--- config.mk ---
export PLATFORM = sky130hd
export DESIGN_NAME = hilo_muldiv
export DESIGN_NICKNAME = d
export VERILOG_FILES = /design/src/rtl/hilo_muldiv.sv
export SDC_FILE = /design/constraint.sdc
export NUM_CORES = 1
export LEC_CHECK = 0
export ABC_AREA = 1
export CAP_MARGIN = 20
export CORE_MARGIN = 2
export CORE_UTILIZATION = 29
export DETAILED_ROUTE_END_ITERATION = 12
export GPL_ROUTABILITY_DRIVEN = 1
export PLACE_DENSITY_LB_ADDON = 0.12
export SYNTH_ARGS = -nofsm -noshare
export SYNTH_HDL_FRONTEND = slang
export SYNTH_SLANG_ARGS = --single-unit
--- constraint.sdc ---
create_clock -name clk -period 6.08 [get_ports clk]
set_input_delay 1.216 -clock clk [delete_from_list [all_inputs] [get_ports clk]]
set_output_delay 1.216 -clock clk [all_outputs]
set_load 0.01 [all_outputs]
--- src/rtl/hilo_muldiv.sv ---
// Iterative multiply/divide unit owning the HI/LO pair; mul/div take WIDTH+1 cycles, MTHI/MTLO commit at once.
// Optional divider datapath is compiled in with `define HILO_DIV_EN; otherwise DIV/DIVU report divide-by-zero.
module hilo_muldiv #(
   parameter int WIDTH = 32
) (
   input  logic             clk,
   input  logic             rst,
   input  logic             start_i,
   input  logic [2:0]       op_i,
   input  logic [WIDTH-1:0] a_i,
   input  logic [WIDTH-1:0] b_i,
   input  logic             flush_i,
   output logic             busy_o,
   output logic             done_o,
   output logic             divzero_o,
   output logic [WIDTH-1:0] hi_o,
   output logic [WIDTH-1:0] lo_o
);
   localparam int CW = $clog2(WIDTH) + 1;

   typedef enum logic [1:0] {IDLE, RUN, FIX, ZDONE} state_t;

   state_t             state, state_nxt;
   logic [CW-1:0]      cnt;
   logic [WIDTH-1:0]   opnd;
   logic [2*WIDTH-1:0] prod;
   logic               neg_lo;
   logic [2*WIDTH-1:0] prod_step;
   logic [WIDTH-1:0]   fix_hi, fix_lo;

   logic               accept, signed_op, a_neg, b_neg, div_op;
   logic [WIDTH-1:0]   a_mag, b_mag;

   assign accept    = (state == IDLE) && start_i && !flush_i;
   assign signed_op = ~op_i[0];
   assign div_op    = (op_i[2:1] == 2'b01);
   assign a_neg     = signed_op & a_i[WIDTH-1];
   assign b_neg     = signed_op & b_i[WIDTH-1];
   assign a_mag     = a_neg ? -a_i : a_i;
   assign b_mag     = b_neg ? -b_i : b_i;
   assign busy_o    = (state != IDLE);

   // Multiply: prod holds {partial sum, remaining multiplier bits}; one add-and-shift per cycle.
   logic [WIDTH:0] mul_sum;
   logic [2*WIDTH-1:0] mul_step, mul_fix;
   assign mul_sum  = {1'b0, prod[2*WIDTH-1:WIDTH]} + {1'b0, (prod[0] ? opnd : '0)};
   assign mul_step = {mul_sum, prod[WIDTH-1:1]};
   assign mul_fix  = neg_lo ? -prod : prod;

`ifdef HILO_DIV_EN
   logic               is_div, neg_hi;
   logic [WIDTH:0]     rem_sh, rem_diff;
   logic [2*WIDTH-1:0] div_step;
   logic [WIDTH-1:0]   quot, rem;
   // Divide: prod holds {partial remainder, dividend bits shifting out / quotient bits shifting in}.
   assign rem_sh   = prod[2*WIDTH-1:WIDTH-1];
   assign rem_diff = rem_sh - {1'b0, opnd};
   assign div_step = rem_diff[WIDTH] ? {rem_sh[WIDTH-1:0], prod[WIDTH-2:0], 1'b0}
                                     : {rem_diff[WIDTH-1:0], prod[WIDTH-2:0], 1'b1};
   assign quot      = prod[WIDTH-1:0];
   assign rem       = prod[2*WIDTH-1:WIDTH];
   assign prod_step = is_div ? div_step : mul_step;
   assign fix_hi    = is_div ? (neg_hi ? -rem : rem) : mul_fix[2*WIDTH-1:WIDTH];
   assign fix_lo    = is_div ? (neg_lo ? -quot : quot) : mul_fix[WIDTH-1:0];
`else
   assign prod_step = mul_step;
   assign fix_hi    = mul_fix[2*WIDTH-1:WIDTH];
   assign fix_lo    = mul_fix[WIDTH-1:0];
`endif

   always_comb begin
      state_nxt = state;
      case (state)
         IDLE: begin
            if (accept && !op_i[2]) begin
`ifdef HILO_DIV_EN
               if (div_op && (b_i == '0)) state_nxt = ZDONE;
               else                       state_nxt = RUN;
`else
               state_nxt = div_op ? ZDONE : RUN;
`endif
            end
         end
         RUN:     if (cnt == CW'(WIDTH - 1)) state_nxt = FIX;
         FIX:     state_nxt = IDLE;
         ZDONE:   state_nxt = IDLE;
         default: state_nxt = IDLE;
      endcase
      if (flush_i) state_nxt = IDLE;
   end

   always_ff @(posedge clk or posedge rst) begin
      if (rst) begin
         state     <= IDLE;
         cnt       <= '0;
         opnd      <= '0;
         prod      <= '0;
         neg_lo    <= 1'b0;
         hi_o      <= '0;
         lo_o      <= '0;
         done_o    <= 1'b0;
         divzero_o <= 1'b0;
`ifdef HILO_DIV_EN
         is_div    <= 1'b0;
         neg_hi    <= 1'b0;
`endif
      end else begin
         state     <= state_nxt;
         done_o    <= 1'b0;
         divzero_o <= 1'b0;
         case (state)
            IDLE: begin
               if (accept) begin
                  case (op_i)
                     3'b100: hi_o <= a_i;
                     3'b101: lo_o <= a_i;
                     3'b000, 3'b001: begin
                        opnd   <= a_mag;
                        prod   <= {{WIDTH{1'b0}}, b_mag};
                        neg_lo <= a_neg ^ b_neg;
                        cnt    <= '0;
`ifdef HILO_DIV_EN
                        is_div <= 1'b0;
`endif
                     end
`ifdef HILO_DIV_EN
                     3'b010, 3'b011: begin
                        opnd   <= b_mag;
                        prod   <= {{WIDTH{1'b0}}, a_mag};
                        neg_lo <= a_neg ^ b_neg;
                        neg_hi <= a_neg;
                        cnt    <= '0;
                        is_div <= 1'b1;
                     end
`endif
                     default: ;
                  endcase
               end
            end
            RUN: begin
               prod <= prod_step;
               cnt  <= cnt + CW'(1);
            end
            FIX: begin
               if (!flush_i) begin
                  hi_o   <= fix_hi;
                  lo_o   <= fix_lo;
                  done_o <= 1'b1;
               end
            end
            ZDONE: begin
               if (!flush_i) begin
                  done_o    <= 1'b1;
                  divzero_o <= 1'b1;
               end
            end
            default: ;
         endcase
      end
   end
endmodule

==> flow_summary_export.csv, run 1 <==
group,metric,value,unit
run_status,status,"completed",
floorplan,die_h,218,microns
drt,firstDrtPassIters,5,
synthesis,syn_avg_cell_area,6.32,sq um
global_routing,antenna_found_initial,1,
floorplan,ios,138,
power,vdd_ir_drop_max,210,uV
drt,route.vias.total,14377,
clock_network,cts_tree,"yes",
sta,fmax,298,MHz
final_layout,drive_above_1_share,5.53,%
critical_path,crit_end,"prod[20]$_DFFE_PP0P_",
synthesis,synthDistinctLibCells,50,
placement,dp_cells,2794,
sta,setup_tns,0,ns
synthesis,ys_seq_elements,171,
sta,rsz0062_at_grt,"no",
final_layout,diodes,0,
critical_path,required,6.37,ns
sta,slew_headroom,26.4,%
placement,placed_cell_area,15300,sq um
critical_path,r2r_start,"prod[0]$_DFFE_PP0P_",
clock_network,clkSlewWorstSetupHoldPaths,0.07,ns
sta,worstMarginPinSlew,1.10,ns
hold_path,hp-class,"reg2reg",
critical_path,crit_start,"flush_i",
floorplan,die_x,218,microns
job,drv_cap,0,
placement,place_hpwl,45.5,mm
critical_path,crit_path_end_kind,"register",
clock_network,clkSinkCount,171,
clock_network,postCtsSetupRepairBufs,0,
sta,hold_slack,0.484,ns
sta,period_share,55.2,%
critical_path,crit_fanout,63,
placement,place_ws,2.30,ns
floorplan,num_rows,78,
final_layout,final_cell_count_no_fill,2826,
sta,fin_crit,3.36,ns
drt,wl,57.2,mm
final_layout,nets,2321,
critical_path,startpoint_type,"input pin",
sta,hold_violations,0,
drt,avgRoutedWirePerCell,20.3,microns
critical_path,rr_worst_depth,18,
critical_path,rrSetupSlack,2.76,ns
drt,drt_iter0_drc,1227,
sta,setup_ws,2.72,ns
synthesis,syn_area,13300,sq um
placement,io_buffers,137,
drt,viasPerCell,5.09,
critical_path,rr_endpoint,"prod[59]$_DFFE_PP0P_",
sta,slew_violations,0,
synthesis,yosysWarnings,0,
drt,ant_nets,0,
global_routing,grt_pass1_wl,85.8,mm
global_routing,grt_pass1_vias,13695,
clock_network,numCtsBuffers,17,
synthesis,syn_inst,2111,
clock_network,post_cts_resized,0,
floorplan,core_area,45400,sq um
global_routing,grt_use_total,24.1,%
power,p_leak,7.49,nW
critical_path,criticalPathCategory,"in2reg",
clock_network,worstSkewPairLatency,0.45,ns
sta,finalSetupViolCount,0,
global_routing,gr-total-overflow,0,
final_layout,area_growth,18.8,%
placement,gp_congestion,0.923,
synthesis,postSynthNetCount,2219,
floorplan,die_area,47700,sq um
clock_network,ctsHoldBuffers,0,
power,p_per_area,410,nW/um^2
clock_network,cts_max_path_buffers,2,
sta,clock_skew,0.0151,ns
clock_network,cts-root-buf,"clkbuf_16",
critical_path,critPathArrivalTime,3.64,ns
final_layout,stdcell_area,15800,sq um
final_layout,fin_util,34.9,%
drt,drc,0,
power,totalPowerFinal,6.49,mW
synthesis,yosysSeqAreaShare,32.1,%
floorplan,start_util,29.4,%
clock_network,h-tree-depth,4,
final_layout,fillers,5108,
global_routing,grt_start_max_net_pins,87,
-- layout by cell type (no fill, tap or decap), types with 2 or more instances in the layout --
cell and n:
a21oi_1 121, a21oi_2 2, a31oi_1 19, buf_4 14, bufinv_16 2, clkbuf_16 17
clkdlybuf4s50_1 137, clkinv_2 4, clkinv_4 3, dfrtp_1 170, ha_1 36, inv_1 245
inv_2 14, inv_6 4, nand2_1 551, nand2_2 10, nand2_4 6, nand3_1 215
nand3_2 2, nand3b_1 6, nand4_1 8, nor2_1 345, nor2_2 25, nor2_4 5
nor2_8 2, nor3_1 16, nor4_1 5, o211ai_1 8, o21ai_0 116, o21ai_1 15
o21ai_2 3, o21bai_1 12, o221ai_1 16, o22ai_1 12, o32ai_1 3, or2_1 2
or2_2 5, xor2_1 32
-- cell type report --
| cell class | instances | area, sq um | share of cell area [%] |
|---|---|---|---|
| Clock buffer | 19 | 443 | 2.80 |
| Clock inverter | 13 | 140 | 0.884 |
| Inverter | 260 | 981 | 6.19 |
| Multi-Input combinational cell | 1612 | 7770 | 49.1 |
| Sequential cell | 171 | 4280 | 27.0 |
| Tap cell | 600 | 751 | 4.74 |
| Timing Repair Buffer | 151 | 1480 | 9.32 |
-- per-layer routing --
layer | vias to the layer above | track usage [%] | share of wire (%)
li1 | 7010 | - | -
met1 | 6866 | 33.3 | 46
met2 | 445 | 38.9 | 46
met3 | 56 | 2.98 | 5.0
met4 | 0 | 8.12 | 3.0
met5 | - | 0 | 0
-- worst max-delay path, stage by stage --
cell,delay (ns)
clkdlybuf4s50_1,0.52
inv_1,0.11
nand4_1,0.14
nor2_2,0.06
nand2_2,0.06
buf_4,0.56
inv_2,0.52
nand3_1,0.28
o221ai_1,0.14
-- cells by family after synthesis --
logic type      after synthesis  share of synthesized area (%)
buf+inv                     328                           9.73
simple gates               1206                           38.3
xor+xnor                     33                           2.17
fa+ha+maj                    37                           3.53
compound gates              336                           14.2
flops                       171                           32.1
-- where the power goes --
part / total [mW] / switching [mW] / internal (mW)
logic: 3.23 / 2.04 / 1.19
clock network: 1.14 / 0.524 / 0.620
registers: 2.12 / 0.550 / 1.57
total: 6.49 / 3.12 / 3.38
-- worst min path at each step --
stage / start / endpoint / slack (ns) / cells after the start
2_1_floorplan: opnd[20]$_DFFE_PP0P_ / opnd[20]$_DFFE_PP0P_ / 0.45 / 2
3_3_place_gp: opnd[30]$_DFFE_PP0P_ / opnd[30]$_DFFE_PP0P_ / 0.47 / 2
3_5_place_dp: opnd[10]$_DFFE_PP0P_ / opnd[10]$_DFFE_PP0P_ / 0.47 / 2
4_1_cts: opnd[8]$_DFFE_PP0P_ / opnd[8]$_DFFE_PP0P_ / 0.49 / 2
5_1_grt: opnd[8]$_DFFE_PP0P_ / opnd[8]$_DFFE_PP0P_ / 0.51 / 2
6_report: opnd[9]$_DFFE_PP0P_ / opnd[9]$_DFFE_PP0P_ / 0.48 / 2
-- sequential cells by signal, indices dropped and copies added, names as in the netlist --
register / flops
lo_o: 32
neg_lo: 1
done_o: 1
cnt: 6
opnd: 32
state: 2
hi_o: 32
prod: 64
divzero_o: 1
-- synth_stat cells, drive strengths merged --
cell | instances | area, sq um
nand2 | 567 | 2200
nor2 | 377 | 1540
inv | 260 | 976
nand3 | 217 | 1100
dfrtp | 171 | 4280
o21ai | 135 | 698
a21oi | 123 | 623
buf | 39 | 213
ha | 36 | 450
xor2 | 32 | 280
clkbuf | 29 | 109
a31oi | 19 | 119
nor3 | 17 | 90.1
o221ai | 16 | 140
o21bai | 12 | 90.1
o22ai | 12 | 75.1
nand4 | 8 | 50.1
o211ai | 8 | 60.1
or2 | 7 | 43.8
nand3b | 6 | 45.0
nor4 | 5 | 31.3
o32ai | 3 | 26.3
a211o | 1 | 8.76
a21boi | 1 | 7.51
a22o | 1 | 8.76
a22oi | 1 | 7.51
and2 | 1 | 6.26
and3 | 1 | 6.26
fa | 1 | 20.0
o2111a | 1 | 11.3
o2bb2ai | 1 | 8.76
o31ai | 1 | 7.51
o41ai | 1 | 8.76
xnor2 | 1 | 8.76
No activity file was read; power rests on OpenSTA's default activity.
==> inputs of run 2 (changes only) <==
clock period = 3.3 ns   (was 6.08 ns; I/O delays follow)
==> run 2 against run 1 <==
Against the previous run:
- wire length is 0.50% higher
- hold slack better by 0.0023 ns
- via count grew 0.24%
- core utilization rose by 0.37 points
- cell count rose by 0.46%
- clock power rose by 90%
- cell area up 1.1%
- die area is the same
- critical endpoint is now prod[44]$_DFFE_PP0P_
- largest power group unchanged
==> flow_summary_export.csv, run 2 (synthesized netlist as in run 1, its figures left out) <==
group,metric,value,unit
run_status,status,"completed",
clock_network,post_cts_resized,0,
critical_path,crit_path_end_kind,"register",
sta,period_share,78.4,%
global_routing,grt-busiest-layer,"met2",
critical_path,rrSetupSlack,0.71,ns
clock_network,clkSinkCount,171,
sta,worstMarginPinSlew,0.950,ns
critical_path,rr_worst_depth,12,
critical_path,path_buf_inv,2,
global_routing,grt_pass1_vias,14129,
final_layout,drive_above_1_share,6.08,%
sta,slew_violations,0,
global_routing,grt_start_max_net_pins,86,
floorplan,ios,138,
sta,hold_violations,0,
final_layout,largest-register,"prod",
placement,place_ws,0.515,ns
sta,setup_ws,0.714,ns
power,p_int,6.27,mW
critical_path,cp_cell_sequence,"buf_4, nand2_1, inv_1, ha_1, nand2_1, nand2_1, o21bai_1, a21oi_1, nand2_1, or2_2, nand3_1, o21ai_0",
critical_path,crit_fanout,30,
global_routing,grt_pass1_wl,87.3,mm
hold_path,hp-class,"reg2reg",
clock_network,ctsHoldBuffers,0,
global_routing,use_met1,32.6,%
sta,fmax,387,MHz
drt,avgRoutedWirePerCell,20.3,microns
power,p_leak,7.56,nW
drt,wl,57.5,mm
power,combPwrFrac,49.5,%
clock_network,postCtsSetupRepairBufs,0,
drt,ant_nets,0,
critical_path,cpPeakStageDelay,0.40,ns
power,swShare,48.0,%
drt,drc,0,
final_layout,area_growth,20.1,%
floorplan,die_area,47700,sq um
placement,gp_congestion,0.930,
power,vdd_ir_drop_max,417,uV
critical_path,critPathArrivalTime,2.93,ns
sta,slew_headroom,36.7,%
floorplan,num_rows,78,
critical_path,startpoint_type,"register",
final_layout,nets,2333,
final_layout,final_cell_mix,"551 x nand2_1, 345 x nor2_1, 245 x inv_1",
sta,finalSetupViolCount,0,
floorplan,die_h,218,microns
clock_network,h-tree-depth,4,
global_routing,grt_use_total,24.5,%
critical_path,slowest_stage,"dfrtp_1",
job,drv_cap,0,
final_layout,fin_util,35.3,%
clock_network,cts_tree,"yes",
power,p_switching,5.78,mW
power,p_per_area,752,nW/um^2
global_routing,antenna_found_initial,0,
clock_network,cts-root-buf,"clkbuf_16",
clock_network,worstSkewPairLatency,0.48,ns
final_layout,largest_reg_flops,64,
sta,rsz0062_at_grt,"no",
hold_path,min_delay_path_depth,2,
critical_path,required,3.65,ns
critical_path,cpMostUsedCell,"nand2_1",
drt,drt_iter0_drc,1184,
critical_path,criticalPathCategory,"reg2reg",
sta,clock_skew,0.0145,ns
global_routing,gr-total-overflow,0,
sta,fin_crit,2.59,ns
drt,route.vias.total,14411,
clock_network,numCtsBuffers,17,
hold_path,hold_path_end,"lo_o[14]$_DFFE_PP0P_",
drt,firstDrtPassIters,5,
clock_network,cts_max_path_buffers,2,
drt,viasPerCell,5.08,
floorplan,start_util,29.4,%
critical_path,crit_family,"simple AND/OR/NAND/NOR gates",
sta,setup_tns,0,ns
critical_path,rr_endpoint,"prod[44]$_DFFE_PP0P_",
final_layout,final_common_cell,"nand2_1",
global_routing,grtUsageMet2,40.8,%
power,clkPwrFrac,18.0,%
placement,place_hpwl,46.2,mm
floorplan,die_x,218,microns
floorplan,core_area,45400,sq um
placement,io_buffers,137,
power,sequentialPowerShare,32.5,%
hold_path,hold_start,"lo_o[14]$_DFFE_PP0P_",
critical_path,r2r_start,"prod[0]$_DFFE_PP0P_",
power,totalPowerFinal,12.1,mW
clock_network,clkSlewWorstSetupHoldPaths,0.08,ns
global_routing,grt_use_met3,3.20,%
==> run 2: cell types whose count changed in the layout (fill, tap and decap cells not counted), sizes merged <==
cell      delta
inv          +1
clkbuf       -1
clkinv       -3
diode        +1
clkinvlp     +3
buf         +12
==> run 2: worst max-delay path by stage <==
stage                         from              endpoint  slack [ns]  depth (start not counted)
2_1_floorplan                  rst    cnt[0]$_DFFE_PP0P_        0.46                          1
3_3_place_gp                a_i[1]  opnd[20]$_DFFE_PP0P_        0.52                         12
3_5_place_dp                a_i[1]  opnd[24]$_DFFE_PP0P_        0.51                         12
4_1_cts        prod[0]$_DFFE_PP0P_  prod[53]$_DFFE_PP0P_        0.74                         17
5_1_grt        prod[0]$_DFFE_PP0P_  prod[53]$_DFFE_PP0P_        0.47                         17
6_report       prod[0]$_DFFE_PP0P_  prod[44]$_DFFE_PP0P_        0.71                         12
==> run 2: layer usage <==
layer	wire length [microns]	share of wire [%]	vias up
met2	27000	47	430
met5	0	0	-
met4	1660	2.9	0
met3	2880	5.0	65
li1	-	-	7057
met1	26000	45	6859
==> run 2: cell type report <==
cell class / instances / area, sq um
Clock inverter: 14 / 160
Tap cell: 600 / 751
Timing Repair Buffer: 163 / 1630
Sequential cell: 171 / 4280
Fill cell: 4996 / 29400
Antenna cell: 1 / 2.50
Clock buffer: 18 / 439
Multi-Input combinational cell: 1612 / 7770
Inverter: 260 / 980
==> run 2: stage by stage <==
stage               instances  area [sq um]  hold slack, ns
floorplan                2111         13300           0.449
global placement         2806         15400           0.468
detailed placement       2806         15400           0.469
CTS                      2838         16000           0.488
global route             2838         16000           0.519
finish                   2839         16000           0.486
==> run 2: power groups by stage <==
stage | Combinational [mW] | Clock (mW) | Sequential, mW
after floorplan | 3.68 | 0 | 3.65
after global placement | 5.91 | 0 | 3.94
after detailed placement | 5.92 | 0 | 3.93
after CTS | 5.95 | 2.21 | 3.90
after global routing | 6.71 | 2.29 | 4.00
final | 5.97 | 2.17 | 3.92
==> run 2: tightest hold or removal path, cell delays in order (launching register included) <==
cell and delay, ns:
dfrtp_1 0.34, nand2_1 0.05, o21ai_0 0.06
